--- src/rtl/load_store_unit.sv ---
// Data-memory access stage: aligns a single load or store onto a valid/ack bus,
// then returns one response carrying extended load data or an error code.
//
// state | meaning
// IDLE  | ready for a request; decode and error checks happen on accept
// BUS   | mem_req held with registered address/strobes/data until ack or timeout
// RESP  | one-cycle resp_valid pulse, then back to IDLE
module load_store_unit #(
  parameter int unsigned TIMEOUT_CYCLES = 16
) (
  input  logic        clk,
  input  logic        rst_n,
  input  logic        req_valid,
  output logic        req_ready,
  input  logic        req_store,
  input  logic [2:0]  req_funct3,
  input  logic [31:0] req_addr,
  input  logic [31:0] req_wdata,
  output logic        mem_req,
  output logic        mem_we,
  output logic [31:0] mem_addr,
  output logic [3:0]  mem_wstrb,
  output logic [31:0] mem_wdata,
  input  logic        mem_ack,
  input  logic [31:0] mem_rdata,
  output logic        resp_valid,
  output logic [31:0] resp_rdata,
  output logic [1:0]  resp_err
);

  typedef enum logic [1:0] {IDLE, BUS, RESP} state_t;

  state_t      state;
  logic        store_q;
  logic [2:0]  f3_q;
  logic [1:0]  off_q;
  logic [31:0] cnt;
  logic [31:0] cnt_inc;

  logic        illegal;
  logic        misaligned;
  logic [3:0]  strb;
  logic [31:0] wdata_rep;
  logic [7:0]  byte_sel;
  logic [15:0] half_sel;
  logic [31:0] load_ext;

  assign req_ready = (state == IDLE);
  assign cnt_inc   = cnt + 32'd1;

  always_comb begin
    illegal = 1'b1;
    case (req_funct3)
      3'b000, 3'b001, 3'b010: illegal = 1'b0;
      3'b100, 3'b101:         illegal = req_store;
      default:                illegal = 1'b1;
    endcase
    misaligned = ((req_funct3[1:0] == 2'b01) && req_addr[0]) ||
                 ((req_funct3 == 3'b010) && (req_addr[1:0] != 2'b00));
  end

  always_comb begin
    strb      = 4'b1111;
    wdata_rep = req_wdata;
    case (req_funct3[1:0])
      2'b00: begin
        strb      = 4'b0001 << req_addr[1:0];
        wdata_rep = {4{req_wdata[7:0]}};
      end
      2'b01: begin
        strb      = req_addr[1] ? 4'b1100 : 4'b0011;
        wdata_rep = {2{req_wdata[15:0]}};
      end
      default: begin
        strb      = 4'b1111;
        wdata_rep = req_wdata;
      end
    endcase
  end

  // Lane selection uses the offset latched at accept; mem_addr itself is word-aligned.
  always_comb begin
    byte_sel = mem_rdata[{off_q, 3'b000} +: 8];
    half_sel = off_q[1] ? mem_rdata[31:16] : mem_rdata[15:0];
    case (f3_q)
      3'b000:  load_ext = {{24{byte_sel[7]}}, byte_sel};
      3'b100:  load_ext = {24'd0, byte_sel};
      3'b001:  load_ext = {{16{half_sel[15]}}, half_sel};
      3'b101:  load_ext = {16'd0, half_sel};
      default: load_ext = mem_rdata;
    endcase
  end

  always_ff @(posedge clk or negedge rst_n) begin
    if (!rst_n) begin
      state      <= IDLE;
      store_q    <= 1'b0;
      f3_q       <= 3'd0;
      off_q      <= 2'd0;
      cnt        <= 32'd0;
      mem_req    <= 1'b0;
      mem_we     <= 1'b0;
      mem_addr   <= 32'd0;
      mem_wstrb  <= 4'd0;
      mem_wdata  <= 32'd0;
      resp_valid <= 1'b0;
      resp_rdata <= 32'd0;
      resp_err   <= 2'b00;
    end else begin
      case (state)
        IDLE: begin
          if (req_valid) begin
            store_q <= req_store;
            f3_q    <= req_funct3;
            off_q   <= req_addr[1:0];
            cnt     <= 32'd0;
            if (illegal || misaligned) begin
              resp_valid <= 1'b1;
              resp_rdata <= 32'd0;
              resp_err   <= illegal ? 2'b11 : 2'b01;
              state      <= RESP;
            end else begin
              mem_req   <= 1'b1;
              mem_we    <= req_store;
              mem_addr  <= {req_addr[31:2], 2'b00};
              mem_wstrb <= req_store ? strb : 4'd0;
              mem_wdata <= req_store ? wdata_rep : 32'd0;
              state     <= BUS;
            end
          end
        end
        BUS: begin
          // Ack takes priority over a timeout landing in the same cycle.
          if (mem_ack || ((TIMEOUT_CYCLES != 0) && (cnt_inc == 32'(TIMEOUT_CYCLES)))) begin
            mem_req    <= 1'b0;
            mem_we     <= 1'b0;
            mem_addr   <= 32'd0;
            mem_wstrb  <= 4'd0;
            mem_wdata  <= 32'd0;
            resp_valid <= 1'b1;
            resp_rdata <= (mem_ack && !store_q) ? load_ext : 32'd0;
            resp_err   <= mem_ack ? 2'b00 : 2'b10;
            state      <= RESP;
          end
          if (!mem_ack) cnt <= cnt_inc;
        end
        RESP: begin
          resp_valid <= 1'b0;
          resp_rdata <= 32'd0;
          resp_err   <= 2'b00;
          state      <= IDLE;
        end
        default: state <= IDLE;
      endcase
    end
  end

endmodule
--- config.mk ---
export PLATFORM = sky130hd
export DESIGN_NAME = load_store_unit
export DESIGN_NICKNAME = d
export VERILOG_FILES = /design/src/rtl/load_store_unit.sv
export SDC_FILE = /design/constraint.sdc
export NUM_CORES = 1
export LEC_CHECK = 0
export BUFFER_PORTS_ARGS = -buffer_cell sky130_fd_sc_hd__buf_2
export CORE_ASPECT_RATIO = 1.5
export CORE_MARGIN = 5
export CORE_UTILIZATION = 48
export DETAILED_ROUTE_END_ITERATION = 16
export PLACE_DENSITY = 0.83
export SYNTH_ARGS = -nofsm -noshare
export SYNTH_HDL_FRONTEND = slang
export SYNTH_SLANG_ARGS = --single-unit
--- constraint.sdc ---
create_clock -name clk -period 3.1 [get_ports clk]
set_input_delay 0 -clock clk [delete_from_list [all_inputs] [get_ports clk]]
set_output_delay 0 -clock clk [all_outputs]
set_load 0.01 [all_outputs]
==> impl_metrics.csv, run 1 <==
group,metric,value,unit
placed_design,gp_congestion,0.944,
clock_network,root_buffer,"clkbuf_16",
timing,timing.hold.ws,0.0357,ns
timing,period_minus_slack,2.96,ns
synth,synth_xor_area_share,0.466,%
floorplanning,ios,210,
drt,antenna_left,0,
synth,synth_ff_type,"dfrtp_1",
power,powerDensity,707,mW/mm^2
clock_network,cts-buffers-inserted,17,
cells_and_area,nNetsFinal,1164,
drt,vias,7836,
synth,syn_inst,750,
global_routing,grt_pass1_vias,8100,
placed_design,portBuffers,207,
timing,fin_crit_sh,95.4,%
worst_setup_path,cp_data_required_time,3.40,ns
floorplanning,fp.dieH,163,um
worst_setup_path,crit_fanout,68,
synth,ys_ff_latch,143,
drt,viasPerCell,6.17,
drt,drc_errors,0,
timing,fmax,338,MHz
global_routing,antenna_found_initial,0,
cells_and_area,fill_cells,1114,
timing,clock-skew-final,0.0162,ns
worst_setup_path,arrival,3.26,ns
floorplanning,die_area,0.0183,mm^2
global_routing,grt_overflow_total,0,
synth,synth_edf_count,0,
synth,postSynthAreaPerCell,10.0,um^2
synth,synth_top_family_by_area,"compound AO/OA/AOI/OAI gates",
clock_network,clk_path_buf_depth,2,
floorplanning,fp-row-count,56,
clock_network,path_clk_slew,0.06,ns
drt,firstDrtPassIters,5,
placed_design,hpwl,15900,um
clock_network,insertion_delay,0.43,ns
cells_and_area,synthToLayoutAreaGrowth,39.2,%
clock_network,cts_tree,"built",
worst_setup_path,crit_top_cell,"o21ai_4",
synth,synthArstFlopShare,100,%
synth,synth_area,0.00752,mm^2
synth,synthMuxAreaShare,7.13,%
status,status,"finished clean",
timing,rsz0062_at_grt,"no",
hold_path,hold_path_class,"primary input to flip-flop",
timing,slew_violations,0,
worst_setup_path,path_class,"flip-flop to flip-flop",
worst_setup_path,path_cells,"ha_1 > nand3_1 > or4_1 > mux2i_1 > a2111oi_0 > nand4_1 > o21ai_4 > o21ai_4 > buf_12 > a22o_1",
worst_setup_path,crit_slowest_cell,"or4_1",
timing,setup_tns,0,ns
timing,max_slew_margin,18.8,%
global_routing,grt_max_degree,93,
cells_and_area,antenna_cells,0,
synth,synth_fa_ha_area_share,0.998,%
drt,first_iter_violations,768,
cells_and_area,layout-drive-gt1-share,29.9,%
power,peakVddDrop,0.525,mV
timing,hold_viol_final,0,
clock_network,clock_sinks,143,
drt,wire_per_inst,20.8,um
timing,max_slew.worst_pin.slew,1.21,ns
worst_setup_path,slowest_delay,0.56,ns
job,maxCapViolCount,0,
synth,ys_warn_count,0,
synth,synthSimpleGateAreaFrac,15.4,%
drt,wl,26400,um
floorplanning,initial_core_util,48.4,%
synth,synth_cell_types,66,
floorplanning,core_area,0.0156,mm^2
timing,finalSetupViolations,0,
floorplanning,die_w,112,um
synth,synth-compound-area-share,23.7,%
global_routing,grt_usage,28.8,%
worst_setup_path,critPathCaptureType,"flip-flop",
power,p_leak,5.14,nW
worst_setup_path,cp-start-kind,"flip-flop",
synth,synth-seq-area-share,47.6,%
clock_network,h-tree-depth,4,
global_routing,grt_pass1_wl,42200,um
## power breakdown
group          switching, mW  internal [mW]
sequential             0.371           2.36
combinational           1.49           1.16
clock                  0.891           1.14
## routing by layer
metal	GRT usage (%)	wire [um]	vias up
met2	48.6	13300	522
met4	18.9	1810	0
met1	32.2	9310	3755
li1	-	-	3409
met3	6.93	1990	150
met5	0	0	-
## path summary, 6_finish.rpt
path	from	to	slack [ns]	depth (start not counted)
worst max-delay path	cnt[0]	mem_wdata[28]	0.14	10
worst min-delay path	mem_rdata[6]	resp_rdata[6]	0.04	4
worst max register to register	cnt[0]	mem_wdata[28]	0.14	10
worst min register to register	mem_req	mem_req	0.49	1
max in group asynchronous	rst_n	cnt[17]	2.11	3
min in group asynchronous	rst_n	mem_req	0.21	2
## per-stage QoR
stage	setup slack, ns	area, um^2	total power [mW]	instances	utilization, %
final	0.142	10500	7.40	1270	67.4
after global routing	0.0150	10500	7.76	1270	67.4
after CTS	0.0738	10400	7.25	1269	67.1
after detailed placement	0.0872	8880	5.11	1139	57.1
after global placement	0.115	8880	5.05	1139	57.1
after floorplan	0.129	7530	4.17	751	-
## synthesized netlist by cell type (6+ instances only)
master,count,area [um^2]
clkbuf_1,41,154
a21o_1,6,45.0
nor2_1,47,176
nor2b_1,22,138
o31ai_1,10,75.1
nor4_1,6,37.5
ha_1,6,75.1
and4_1,7,61.3
a21oi_1,28,140
nand4_1,17,106
mux2_2,15,169
inv_1,14,52.6
a22oi_1,8,60.1
buf_2,12,60.1
mux2i_1,30,300
dfrtp_1,143,3580
nor3_1,11,55.1
and3_1,10,62.6
o2bb2ai_1,36,315
nand3_1,14,70.1
nand2_1,63,236
o21ai_0,64,320
a22o_1,61,534
## kinds of logic (layout without fill, tap and decap cells)
kind of cell | after synthesis | in the layout
buffers and inverters | 78 | 394
and+or+nand+nor | 221 | 221
muxes | 48 | 48
AOI/OAI and AO/OA | 249 | 249
xor gates and xnor gates | 4 | 4
adders and majority gates | 6 | 6
other | 1 | 2
DFF | 143 | 143
## flip-flops by register name, indices dropped and copies added (netlist names)
name and flops:
resp_valid 1, store_q 1, cnt 32, off_q 2, resp_err 2, state 2, mem_wstrb 4, mem_we 1
f3_q 3, mem_req 1, resp_rdata 32, mem_wdata 32, mem_addr 30
## cells in the final DEF (no fill, tap or decap), types with 3 or more instances in the layout
| cell type | count |
|---|---|
| a211oi_1 | 4 |
| a21o_1 | 6 |
| a21oi_1 | 28 |
| a22o_1 | 61 |
| a22oi_1 | 8 |
| a311o_1 | 3 |
| a31oi_1 | 4 |
| and2_1 | 4 |
| and3_1 | 10 |
| and4_1 | 6 |
| buf_2 | 206 |
| buf_4 | 41 |
| clkbuf_16 | 17 |
| clkinv_4 | 3 |
| clkinvlp_4 | 3 |
| dfrtp_1 | 141 |
| dlygate4sd3_1 | 98 |
| ha_1 | 6 |
| inv_1 | 14 |
| inv_6 | 4 |
| mux2_2 | 15 |
| mux2i_1 | 30 |
| mux4_2 | 3 |
| nand2_1 | 63 |
| nand3_1 | 14 |
| nand4_1 | 17 |
| nor2_1 | 47 |
| nor2b_1 | 22 |
| nor3_1 | 10 |
| nor4_1 | 6 |
| o21ai_0 | 63 |
| o2bb2ai_1 | 36 |
| o31ai_1 | 10 |
| o41ai_1 | 4 |
| or2_2 | 3 |
| xnor2_1 | 3 |
## layout make-up
| class | count | area [um^2] | share of cell area (%) |
|---|---|---|---|
| flip-flops and latches | 143 | 3580 | 34.2 |
| well taps | 203 | 254 | 2.42 |
| inverters | 14 | 52.6 | 0.502 |
| clock inverters | 14 | 153 | 1.46 |
| repair buffers | 348 | 2370 | 22.6 |
| clock buffers | 18 | 429 | 4.10 |
| multi-input cells | 530 | 3640 | 34.7 |
## worst max-delay path: cells and delay by family, from the launching register on
kind	cells	cell delay, ns
buffers and inverters	1	0.22
muxes	1	0.16
and+or+nand+nor	3	0.85
AOI/OAI and AO/OA	4	1.08
DFF	1	0.36
adders and majority gates	1	0.17
## what timing repair did
item                       CTS  global route
hold buffers                98             0
hold endpoints to repair   188             0
resized for setup            0             6
buffers inserted             0             1
setup endpoints to repair    0            42
(Power assumes the default switching activity.)
==> inputs of run 2 (changes only) <==
- BUFFER_PORTS_ARGS: -buffer_cell sky130_fd_sc_hd__buf_2 -> -buffer_cell sky130_fd_sc_hd__buf_4
- CTS_BUF_LIST: not set -> sky130_fd_sc_hd__clkbuf_16
- CTS_CLUSTER_DIAMETER: not set -> 40
==> impl_metrics.csv, run 2 (synthesized netlist as in run 1, its figures left out) <==
group,metric,value,unit
power,powerDensity,692,mW/mm^2
drt,first_iter_violations,785,
clock_network,cts_tree,"built",
cells_and_area,fin_cells,1274,
global_routing,grt_use_met3,6.30,%
floorplanning,initial_core_util,48.4,%
timing,hold_viol_final,0,
drt,viasPerCell,6.12,
placed_design,gp_congestion,0.959,
worst_setup_path,cp-start-kind,"flip-flop",
floorplanning,die_w,112,um
timing,fmax,331,MHz
drt,vias,7791,
hold_path,hold_path_class,"primary input to flip-flop",
worst_setup_path,rr_endpoint,"mem_wdata[19]",
drt,wl,26500,um
cells_and_area,biggestRegsByFlops,"cnt: 32 flops, mem_wdata: 32 flops, resp_rdata: 32 flops",
job,maxCapViolCount,0,
floorplanning,ios,210,
power,p_leak,5.26,nW
power,peakVddDrop,0.573,mV
global_routing,grt_max_degree,77,
floorplanning,core_area,0.0156,mm^2
global_routing,grt_pass1_vias,7941,
worst_setup_path,path_class,"flip-flop to flip-flop",
drt,drc_errors,0,
clock_network,clock_sinks,143,
drt,firstDrtPassIters,7,
worst_setup_path,arrival,3.28,ns
global_routing,use_met2,48.5,%
global_routing,top_usage_layer,"met2",
hold_path,worstHoldStart,"req_funct3[0]",
drt,antenna_left,0,
cells_and_area,antenna_cells,0,
timing,max_slew.worst_pin.slew,1.18,ns
worst_setup_path,reg2regPathDepth,9,
cells_and_area,multiInputGateArea,0.00366,mm^2
cells_and_area,seq_area,0.00358,mm^2
cells_and_area,layout-drive-gt1-share,30.8,%
global_routing,grt_pass1_wl,41600,um
timing,rsz0062_at_grt,"yes",
timing,finalSetupViolations,0,
drt,wire_per_inst,20.8,um
hold_path,holdPathEnd,"f3_q[0]",
clock_network,root_buffer,"clkbuf_16",
cells_and_area,synthToLayoutAreaGrowth,46.2,%
worst_setup_path,rrSetupSlack,0.08,ns
clock_network,clk_path_buf_depth,2,
worst_setup_path,critPathCaptureType,"flip-flop",
cells_and_area,nNetsFinal,1168,
floorplanning,fp.dieH,163,um
cells_and_area,final_cell_mix,"buf_4 (252), dfrtp_1 (139), dlygate4sd3_1 (97)",
timing,fin_crit_sh,97.5,%
cells_and_area,fill_cells,1004,
timing,max_slew_margin,21.0,%
clock_network,h-tree-depth,4,
worst_setup_path,cp_data_required_time,3.36,ns
placed_design,portBuffers,207,
hold_path,hold_depth,2,
placed_design,pre_cts_slack,-0.0563,ns
timing,period_minus_slack,3.02,ns
timing,clock-skew-final,0.0133,ns
global_routing,grt_overflow_total,0,
clock_network,path_clk_slew,0.07,ns
cells_and_area,mostFrequentLayoutCell,"buf_4",
floorplanning,fp-row-count,56,
worst_setup_path,crit_fanout,25,
floorplanning,die_area,0.0183,mm^2
global_routing,grt_use_met1,33.1,%
status,status,"finished clean",
global_routing,grt_usage,28.4,%
clock_network,cts-buffers-inserted,17,
clock_network,insertion_delay,0.44,ns
placed_design,place_inst,1140,
timing,fin_ws,0.0789,ns
worst_setup_path,r2r_start,"cnt[17]",
global_routing,antenna_found_initial,0,
timing,slew_violations,0,
placed_design,hpwl,16200,um
==> run 2: cell count changes in the layout (fill, tap and decap cells not counted), moves of 2 or more <==
cell,delta
dfrtp_2,+2
buf_2,-206
dfrtp_1,-2
buf_4,+211
nor4_2,+2
nor4_1,-2
clkinv_1,+2
==> run 2: cell type report <==
class / instances / area share [%]
Clock inverter: 15 / 1.01
Tap cell: 203 / 2.31
Sequential cell: 143 / 32.6
Clock buffer: 17 / 3.87
Inverter: 14 / 0.478
Timing Repair Buffer: 352 / 26.5
Multi-Input combinational cell: 530 / 33.3
==> run 2: critical path, stage by stage, from the launching register on <==
cell	delay (ns)
dfrtp_1	0.43
nand4_2	0.24
or4_4	0.64
nor4_2	0.28
o211a_1	0.17
nand4_1	0.18
o21ai_4	0.29
o21ai_4	0.19
buf_12	0.21
o2bb2ai_1	0.20
==> run 2: worst max-delay path by stage <==
stage | slack, ns | startpoint | endpoint
floorplan | 0.13 | cnt[0] | resp_rdata[10]
global placement | 0.03 | cnt[2] | resp_rdata[6]
detailed placement | -0.06 | cnt[2] | mem_wdata[31]
CTS | 0.04 | cnt[2] | mem_wdata[31]
global route | -0.02 | cnt[17] | resp_rdata[11]
finish | 0.08 | cnt[17] | mem_wdata[19]
==> run 2: metal layers <==
metal	vias up	part of all wire, %
li1	3416	-
met1	3788	36
met2	482	51
met3	105	6.8
met4	0	5.5
met5	-	0
==> run 2: timing repair <==
item	in CTS	in global routing
setup endpoints to repair	50	103
endpoints found under the hold margin	172	0
resized for setup	2	12
pin swaps	0	4
buffers inserted	0	5
hold buffers	97	0
==> run 2: per-stage QoR <==
step	total power, mW	instance area [um^2]	hold slack, ns	setup TNS (ns)	util [%]
2_1_floorplan	4.17	7530	-0.296	0	-
3_3_place_gp	5.36	9400	0.0578	0	60.5
3_5_place_dp	5.43	9400	0.0577	-0.304	60.5
4_1_cts	7.43	10900	0.00283	0	70.2
5_1_grt	7.96	11000	0.0148	-0.102	70.7
6_report	7.61	11000	0.0233	0	70.7
==> run 2: power breakdown <==
part	switching (mW)	total [mW]	internal, mW	leakage [nW]
Combinational	1.51	2.96	1.44	3.09
Sequential	0.404	2.76	2.36	1.91
Clock	0.866	1.90	1.03	0.259
